`config.mk`:
```
export PLATFORM = sky130hd
export DESIGN_NAME = mcdatamem_flat
export DESIGN_NICKNAME = d
export VERILOG_FILES = /design/src/rtl/mcdatamem_if.sv /design/src/rtl/mcdatamem.sv /design/src/flat_wrapper.sv
export SDC_FILE = /design/constraint.sdc
export NUM_CORES = 2
export LEC_CHECK = 0
export CAP_MARGIN = 10
export CORE_UTILIZATION = 40
export DETAILED_ROUTE_END_ITERATION = 7
export PLACE_DENSITY = 0.59
export SYNTH_ARGS = -nofsm -noshare
export SYNTH_HDL_FRONTEND = slang
export SYNTH_SLANG_ARGS = --single-unit
```
`constraint.sdc`:
```
create_clock -name clk -period 2.65 [get_ports clk]
set_clock_uncertainty 0.15 [all_clocks]
set_input_delay 0.795 -clock clk [delete_from_list [all_inputs] [get_ports clk]]
set_output_delay 0.795 -clock clk [all_outputs]
set_load 0.02 [all_outputs]
```
`src/rtl/mcdatamem_if.sv`:
```
// CPU data-port bus between a CPU (master) and the multi-cycle data memory (slave).
// Carries the request, its operands, and the registered completion result.
interface mcdatamem_if;
    logic        req;
    logic        we;
    logic [31:0] addr;
    logic [31:0] datain;
    logic [31:0] dataout;
    logic        ready;
    logic        err;

    modport master (output req, we, addr, datain, input dataout, ready, err);
    modport slave  (input req, we, addr, datain, output dataout, ready, err);
endinterface

```
`src/rtl/mcdatamem.sv`:
```
// Multi-cycle word data memory: accepts one load/store, inserts WAIT wait states,
// commits, then pulses ready for one cycle with dataout/err.
module mcdatamem #(
    parameter int DEPTH = 32,
    parameter int WAIT  = 2
) (
    input  logic        clk,
    input  logic        clrn,
    mcdatamem_if.slave  bus
);
    localparam int CW = (WAIT > 0) ? $clog2(WAIT + 1) : 1;
    localparam int IW = (DEPTH > 1) ? $clog2(DEPTH) : 1;
    localparam logic [CW-1:0] WAIT_C = CW'(WAIT);

    typedef enum logic [1:0] {IDLE, BUSY, DONE} state_t;

    state_t        state_q, state_d;
    logic [CW-1:0] cnt_q, cnt_d;
    logic          we_q, we_d;
    logic [31:0]   addr_q, addr_d;
    logic [31:0]   datain_q, datain_d;
    logic [31:0]   dataout_q, dataout_d;
    logic          err_q, err_d;

    logic          commit;
    logic          legal;
    logic [IW-1:0] word_idx;
    logic [31:0]   mem_rd [DEPTH];
    logic [31:0]   rd_word;

    assign commit   = (state_q == BUSY) && (cnt_q == '0);
    // Full 30-bit word-index compare so high address bits never alias into the array.
    assign legal    = (addr_q[1:0] == 2'b00) && ({2'b00, addr_q[31:2]} < 32'(DEPTH));
    assign word_idx = addr_q[IW+1:2];
    assign rd_word  = mem_rd[word_idx];

    generate
        for (genvar gi = 0; gi < DEPTH; gi++) begin : g_word
            logic [31:0] word_q, word_d;

            always_comb begin
                word_d = word_q;
                if (commit && legal && we_q && (word_idx == IW'(gi)))
                    word_d = datain_q;
            end

            always_ff @(posedge clk or negedge clrn) begin
                if (!clrn) word_q <= '0;
                else       word_q <= word_d;
            end

            assign mem_rd[gi] = word_q;
        end
    endgenerate

    always_comb begin
        state_d   = state_q;
        cnt_d     = cnt_q;
        we_d      = we_q;
        addr_d    = addr_q;
        datain_d  = datain_q;
        dataout_d = dataout_q;
        err_d     = err_q;
        case (state_q)
            IDLE: begin
                if (bus.req) begin
                    we_d     = bus.we;
                    addr_d   = bus.addr;
                    datain_d = bus.datain;
                    cnt_d    = WAIT_C;
                    state_d  = BUSY;
                end
            end
            BUSY: begin
                if (cnt_q != '0) begin
                    cnt_d = cnt_q - 1'b1;
                end else begin
                    state_d = DONE;
                    if (legal) begin
                        dataout_d = we_q ? datain_q : rd_word;
                        err_d     = 1'b0;
                    end else begin
                        dataout_d = '0;
                        err_d     = 1'b1;
                    end
                end
            end
            DONE:    state_d = IDLE;
            default: state_d = IDLE;
        endcase
    end

    always_ff @(posedge clk or negedge clrn) begin
        if (!clrn) begin
            state_q   <= IDLE;
            cnt_q     <= '0;
            we_q      <= 1'b0;
            addr_q    <= '0;
            datain_q  <= '0;
            dataout_q <= '0;
            err_q     <= 1'b0;
        end else begin
            state_q   <= state_d;
            cnt_q     <= cnt_d;
            we_q      <= we_d;
            addr_q    <= addr_d;
            datain_q  <= datain_d;
            dataout_q <= dataout_d;
            err_q     <= err_d;
        end
    end

    assign bus.ready   = (state_q == DONE);
    assign bus.dataout = dataout_q;
    assign bus.err     = err_q;
endmodule

```
`src/flat_wrapper.sv`:
```
// flat-port wrapper written by rule: the top's interface ports become plain ports
module mcdatamem_flat 
#(
    parameter int DEPTH = 32,
    parameter int WAIT  = 2
)
  (clk, clrn, bus_req, bus_we, bus_addr, bus_datain, bus_dataout, bus_ready, bus_err);
  mcdatamem_if bus_i ();
  input  logic clk;
  input  logic clrn;
  input wire logic [$bits(bus_i.req)-1:0] bus_req;
  input wire logic [$bits(bus_i.we)-1:0] bus_we;
  input wire logic [$bits(bus_i.addr)-1:0] bus_addr;
  input wire logic [$bits(bus_i.datain)-1:0] bus_datain;
  output wire logic [$bits(bus_i.dataout)-1:0] bus_dataout;
  output wire logic [$bits(bus_i.ready)-1:0] bus_ready;
  output wire logic [$bits(bus_i.err)-1:0] bus_err;
  assign bus_i.req = bus_req;
  assign bus_i.we = bus_we;
  assign bus_i.addr = bus_addr;
  assign bus_i.datain = bus_datain;
  assign bus_dataout = bus_i.dataout;
  assign bus_ready = bus_i.ready;
  assign bus_err = bus_i.err;
  mcdatamem #(.DEPTH(DEPTH), .WAIT(WAIT)) u_core (.clk(clk), .clrn(clrn), .bus(bus_i));
endmodule
```
; Word-level counts from Yosys, hierarchy flattened
; Cells that the tools add are included.
[classes]
magnitude_cmp = 2
add_sub_neg = 1
n_eq_ne = 36
bitwise = 2
muxes = 12
n_reduce_logical = 46
[ops]
columns = operator, count
row1 = $bmux 32 s5, 1
row2 = $mux 32, 4
row3 = $eq 5x5->1 const B, 16
row4 = $eq 5x4->1 const B, 8
row5 = $logic_and 1x1->1, 36
row6 = $lt 30x6->1 const B, 1
row7 = $eq 5x3->1 const B, 4
row8 = $eq 5x2->1 const B, 2
row9 = $mux 2, 4
row10 = $pmux 2 s2, 2
row11 = $ge 6x6->1 const B, 1
row12 = $logic_not 2->1, 3
row13 = $ne 2x2->1 const B, 3
row14 = $not 5->6, 1
row15 = $reduce_and 2->1, 3
row16 = $eq 5x1->1 const B, 1
row17 = $logic_not 5->1, 1
row18 = $reduce_bool 2->1, 2
row19 = $reduce_and 3->1, 1
row20 = $eq 2x1->1 const B, 1
row21 = $eq 2x2->1 const B, 1
row22 = $sub 2x1->2 const B, 1
row23 = $mux 1, 1
row24 = $not 1->1, 1
[word_totals]
word_cells = 138
output_inout_bits = 34
regBits = 1126

; Depth between registers and ports, before layout
[logic_depth]
depth_word = 6
depth_mapped = 10
ltp_nobuf = 7

; Least setup slack after synthesis
; OpenSTA, ideal clock, no wires.
[synth_path]
path_type = register to register
from = reg u_core.cnt_q[0]
to = reg u_core.g_word[4].word_q[10]
arrival_ns = 2.265
stages_incl_launch_ff = 11
setup_ns = 0.125
path_slack_ns = 0.110
required_time_ns = 2.375
path_cell_list = dfrtp_1 inv_1 ha_1 nand3b_2 nor4_2 nand4b_1 buf_6 buf_6 nor3_4 buf_2 mux2_2
[synth_between]
elab_chain_len = 5
[synth_rtl]
columns = element, line
row1 = start: declaration, mcdatamem.sv:18  ; logic [CW-1:0] cnt_q, cnt_d;
row2 = start signal: assignment, mcdatamem.sv:104  ; cnt_q <= cnt_d;
row3 = $logic_not 2->1, mcdatamem.sv:31  ; assign commit = (state_q == BUSY) && (cnt_q == '0);
row4 = $logic_and 1x1->1, mcdatamem.sv:31
row5 = $logic_and 1x1->1 (3 in a row), mcdatamem.sv:43  ; if (commit && legal && we_q && (word_idx == IW'(gi)))
row6 = end signal: assignment, mcdatamem.sv:49  ; else word_q <= word_d;
row7 = end: declaration, mcdatamem.sv:39  ; logic [31:0] word_q, word_d;
; No other way between the ends.
; A chain may end at the register's enable or synchronous reset.

; Final worst setup path
[layout_path]
from = reg u_core.addr_q[25]
to = reg u_core.g_word[7].word_q[21]
[layout_between]
elab_chain_len = 5
[layout_rtl]
columns = element, line
row1 = start: declaration, mcdatamem.sv:20  ; logic [31:0] addr_q, addr_d;
row2 = start signal: assignment, mcdatamem.sv:106  ; addr_q <= addr_d;
row3 = $lt 30x6->1, mcdatamem.sv:33  ; assign legal = (addr_q[1:0] == 2'b00) && ({2'b00, addr_q[31:2]} < 32'(DEPTH));
row4 = $logic_and 1x1->1, mcdatamem.sv:33
row5 = $logic_and 1x1->1 (3 in a row), mcdatamem.sv:43
row6 = end signal: assignment, mcdatamem.sv:49
row7 = end: declaration, mcdatamem.sv:39
; No other way between the ends.

==> impl_results.md <==
* Synth Register Bits at 1,126
* CP dominant cell by count: buf_6
* Async SR Flop Fraction at 100%
* Drt pass-1 iters at 5
* Crit path arrival time at 3300 ps
* Io pins at 102
* Mapped Nets at 3,357
* Avg Inst Size Synth at 15.4 um2
* RSZ-0062 raised after global routing: true
* Most frequent cells in the layout: 1,122 x dfrtp_1, 984 x mux2_2, 188 x mux4_2, 182 x buf_4, 130 x clkbuf_16
* Cell breakdown of the critical path: nor4_2 > buf_4 > nand4_1 > nand4b_1 > buf_6 > bufbuf_16 > nor3_4 > buf_6 > buf_12 > mux2_2
* Sinks on Clock Net at 1,126
* Clk_lat worst skew at 720 ps
* Vias per cell at 5.81
* Critical Path Fanout Max at 7
* Worst endpoint required time at 3080 ps
* Peak VDD IR at 0.538 mV
* Number of I/O port buffers at 101
* Synth Area in XOR/XNOR at 0%
* Cell family with most CP delay: buffers and inverters
* Synth area leader: dfrtp_1
* Main synth FF type: dfrtp_1
* Slew Viols, Final at 0
* Layout cells sized above 1 at 50.6%
* Synth Cell Area at 0.0505 mm2
* Max-cap violations at 0
* H-tree levels at 3
* Total die area at 0.128 mm2
* Mux cell area share after synthesis at 35.4%
* Initial DRC count at 2,236
* Worst-path clk slew at 60 ps
* Hold WC Path Type: register to register
* Fin crit period at 2870 ps
* Crit path largest cell delay at 380 ps
* Leakage at 29.5 nW
* Synth Area in Adders at 0.0248%
* Synth cell types at 49
* Die H at 357 um
* Gp weighted congestion at 0.783
* CP max stage cell: dfrtp_1
* Pre-CTS setup slack at -415 ps
* Antenna violations before repair at 9
* Post-synthesis simple-gate area fraction at 1.93%
* WL/cell at 29.1 um
* Dpl hpwl at 90.1 mm
* Crit path buffers/inverters at 5
* Violated checks: setup timing
* Setup ws final at -215 ps
* Pin count of the biggest net entering global routing at 112
* Routed WL at 154 mm
* Final antenna-violating net count at 0
* Dominant cells by area after synthesis: dfrtp_1 56%, mux2_2 23%, mux4_2 8.4%
* DRC errors left at 0
* Outcome: finished, violations left
* EDFF count, synth at 0
* Worst setup SP type: register
* Vias at 30,900
* CTS tree: built
* Synth Area in Compound Gates at 3.82%
* Num rows at 129
* Largest family of logic cells by synthesized area: multiplexers
* CTS Root Cell: clkbuf_16
* Setup-failing EPs final at 902
* Worst-margin pin slew at 1210 ps
* Power per Cell Area at 817 mW/mm2
* Max Freq at 349 MHz
* Syn Inst Count at 3,288
* First-pass GRT wire length at 226 mm
* Rel. slew slack at 19.6%
* Fin crit share at 108%
* Most common cell after layout, fill and taps aside: dfrtp_1
* Final hold vios at 0
* Area delta synth->final at 22.7%
* Longest Clk Path Bufs at 3
* TritonCTS buffer count at 119
* Core Util, Final at 49.8%
* Core area at 0.124 mm2
* CP Capture Type: register
* Final nets at 3,650
* Seq/Total Area, Yosys at 55.8%
* Vias in the first global route at 32,200
* Crit Path Category: register to register
* GRT Util Overall at 24.2%
* Starting density of the core at 40.6%
* Die width at 357 um
* Filler Cells Inserted at 10,500
* Post-synth top area share at 55.8%
* GRT overflow at 0
* Synth warn at 0
## cell usage after synthesis (13+ instances only)
master    count
mux4_2      188
o22a_1       17
a221oi_1     18
clkbuf_1    169
a22oi_1      31
o21ai_0      45
nor3_2       19
nor4_1       14
o21a_1       18
o22ai_1      45
mux2_1       74
a311oi_1     13
dfrtp_1    1126
mux2i_1     124
a32oi_1      22
buf_4        36
o211ai_1     35
mux2_2     1027
buf_2       106
nor2_1       49
nand2_1      26
## timing repair
action                                  CTS  global route
setup endpoints to repair              1065          1076
hold buffers                              1             0
pin swaps                                23             6
cloned                                   33            11
setup buffers                            48            14
endpoints found under the hold margin     9             0
gates resized for setup                  93            66
## kinds of logic after synthesis
group,Yosys count
DFF,1126
buffers and inverters,326
muxes,1413
AOI/OAI and AO/OA,266
adders and majority gates,1
and+or+nand+nor,156
## worst reg2reg max path, stage by stage, from the launching register on
cell,delay (ps)
dfrtp_1,380
nor4_2,310
buf_4,160
nand4_1,90
nand4b_1,210
buf_6,170
bufbuf_16,310
nor3_4,230
buf_6,220
buf_12,160
mux2_2,340
## final timing paths
| path | startpoint | end | slack, ps | cells after the start |
|---|---|---|---|---|
| max in group asynchronous | clrn | u_core.g_word[21].word_q[29]$_DFFE_PN0P_ | 1040 | 4 |
| min in group asynchronous | clrn | u_core.addr_q[18]$_DFFE_PN0P_ | 380 | 2 |
| min | u_core.g_word[7].word_q[26]$_DFFE_PN0P_ | u_core.g_word[7].word_q[26]$_DFFE_PN0P_ | 330 | 1 |
| max | u_core.addr_q[25]$_DFFE_PN0P_ | u_core.g_word[7].word_q[21]$_DFFE_PN0P_ | -220 | 10 |
| max reg2reg | u_core.addr_q[25]$_DFFE_PN0P_ | u_core.g_word[7].word_q[21]$_DFFE_PN0P_ | -220 | 10 |
| min reg2reg | u_core.g_word[7].word_q[26]$_DFFE_PN0P_ | u_core.g_word[7].word_q[26]$_DFFE_PN0P_ | 330 | 1 |
## state kept, by name (all words and copies together), names as in the netlist
signal and count:
u_core.g_word.word_q 1024, u_core.addr_q 32, u_core.bus.dataout 32, u_core.datain_q 32, u_core.cnt_q 2, u_core.state_q 2
u_core.bus.err 1, u_core.we_q 1
## power by group
part	switching (mW)	leakage (nW)	total (mW)	internal, mW
logic	7.57	12.0	13.4	5.86
clock network	7.02	1.93	16.7	9.72
registers	2.72	15.6	20.4	17.7
## stage by stage
step           hold slack [ps]  std cells  TNS, ps  area, um2  power (mW)
6_report                   331       5316   -72080      61900        50.6
5_1_grt                    341       5315  -212890      61900        52.6
4_1_cts                    334       5290   -48710      61300        50.9
3_5_place_dp               320       4991  -324020      55700        34.0
3_3_place_gp               313       4991  -327840      55700        34.0
2_1_floorplan              302       3288        0      50500        26.9
## layer usage
layer	wire length (um)	GRT usage, %	vias up
met3	9440	4.24	247
li1	-	-	12900
met4	5370	7.72	0
met2	70600	37.6	797
met5	0	0	-
met1	69000	34.6	16900
## final cells by class
type / instances / area, um2 / area share (%)
inverters: 7 / 26.3 / 0.0424
repair buffers: 491 / 6540 / 10.6
clock inverters: 44 / 440 / 0.711
diodes: 2 / 5.00 / 0.00808
multi-input cells: 1836 / 21200 / 34.2
clock buffers: 173 / 3470 / 5.61
flip-flops and latches: 1126 / 28200 / 45.5
well taps: 1637 / 2050 / 3.31
No activity file was read; power rests on OpenSTA's default activity.
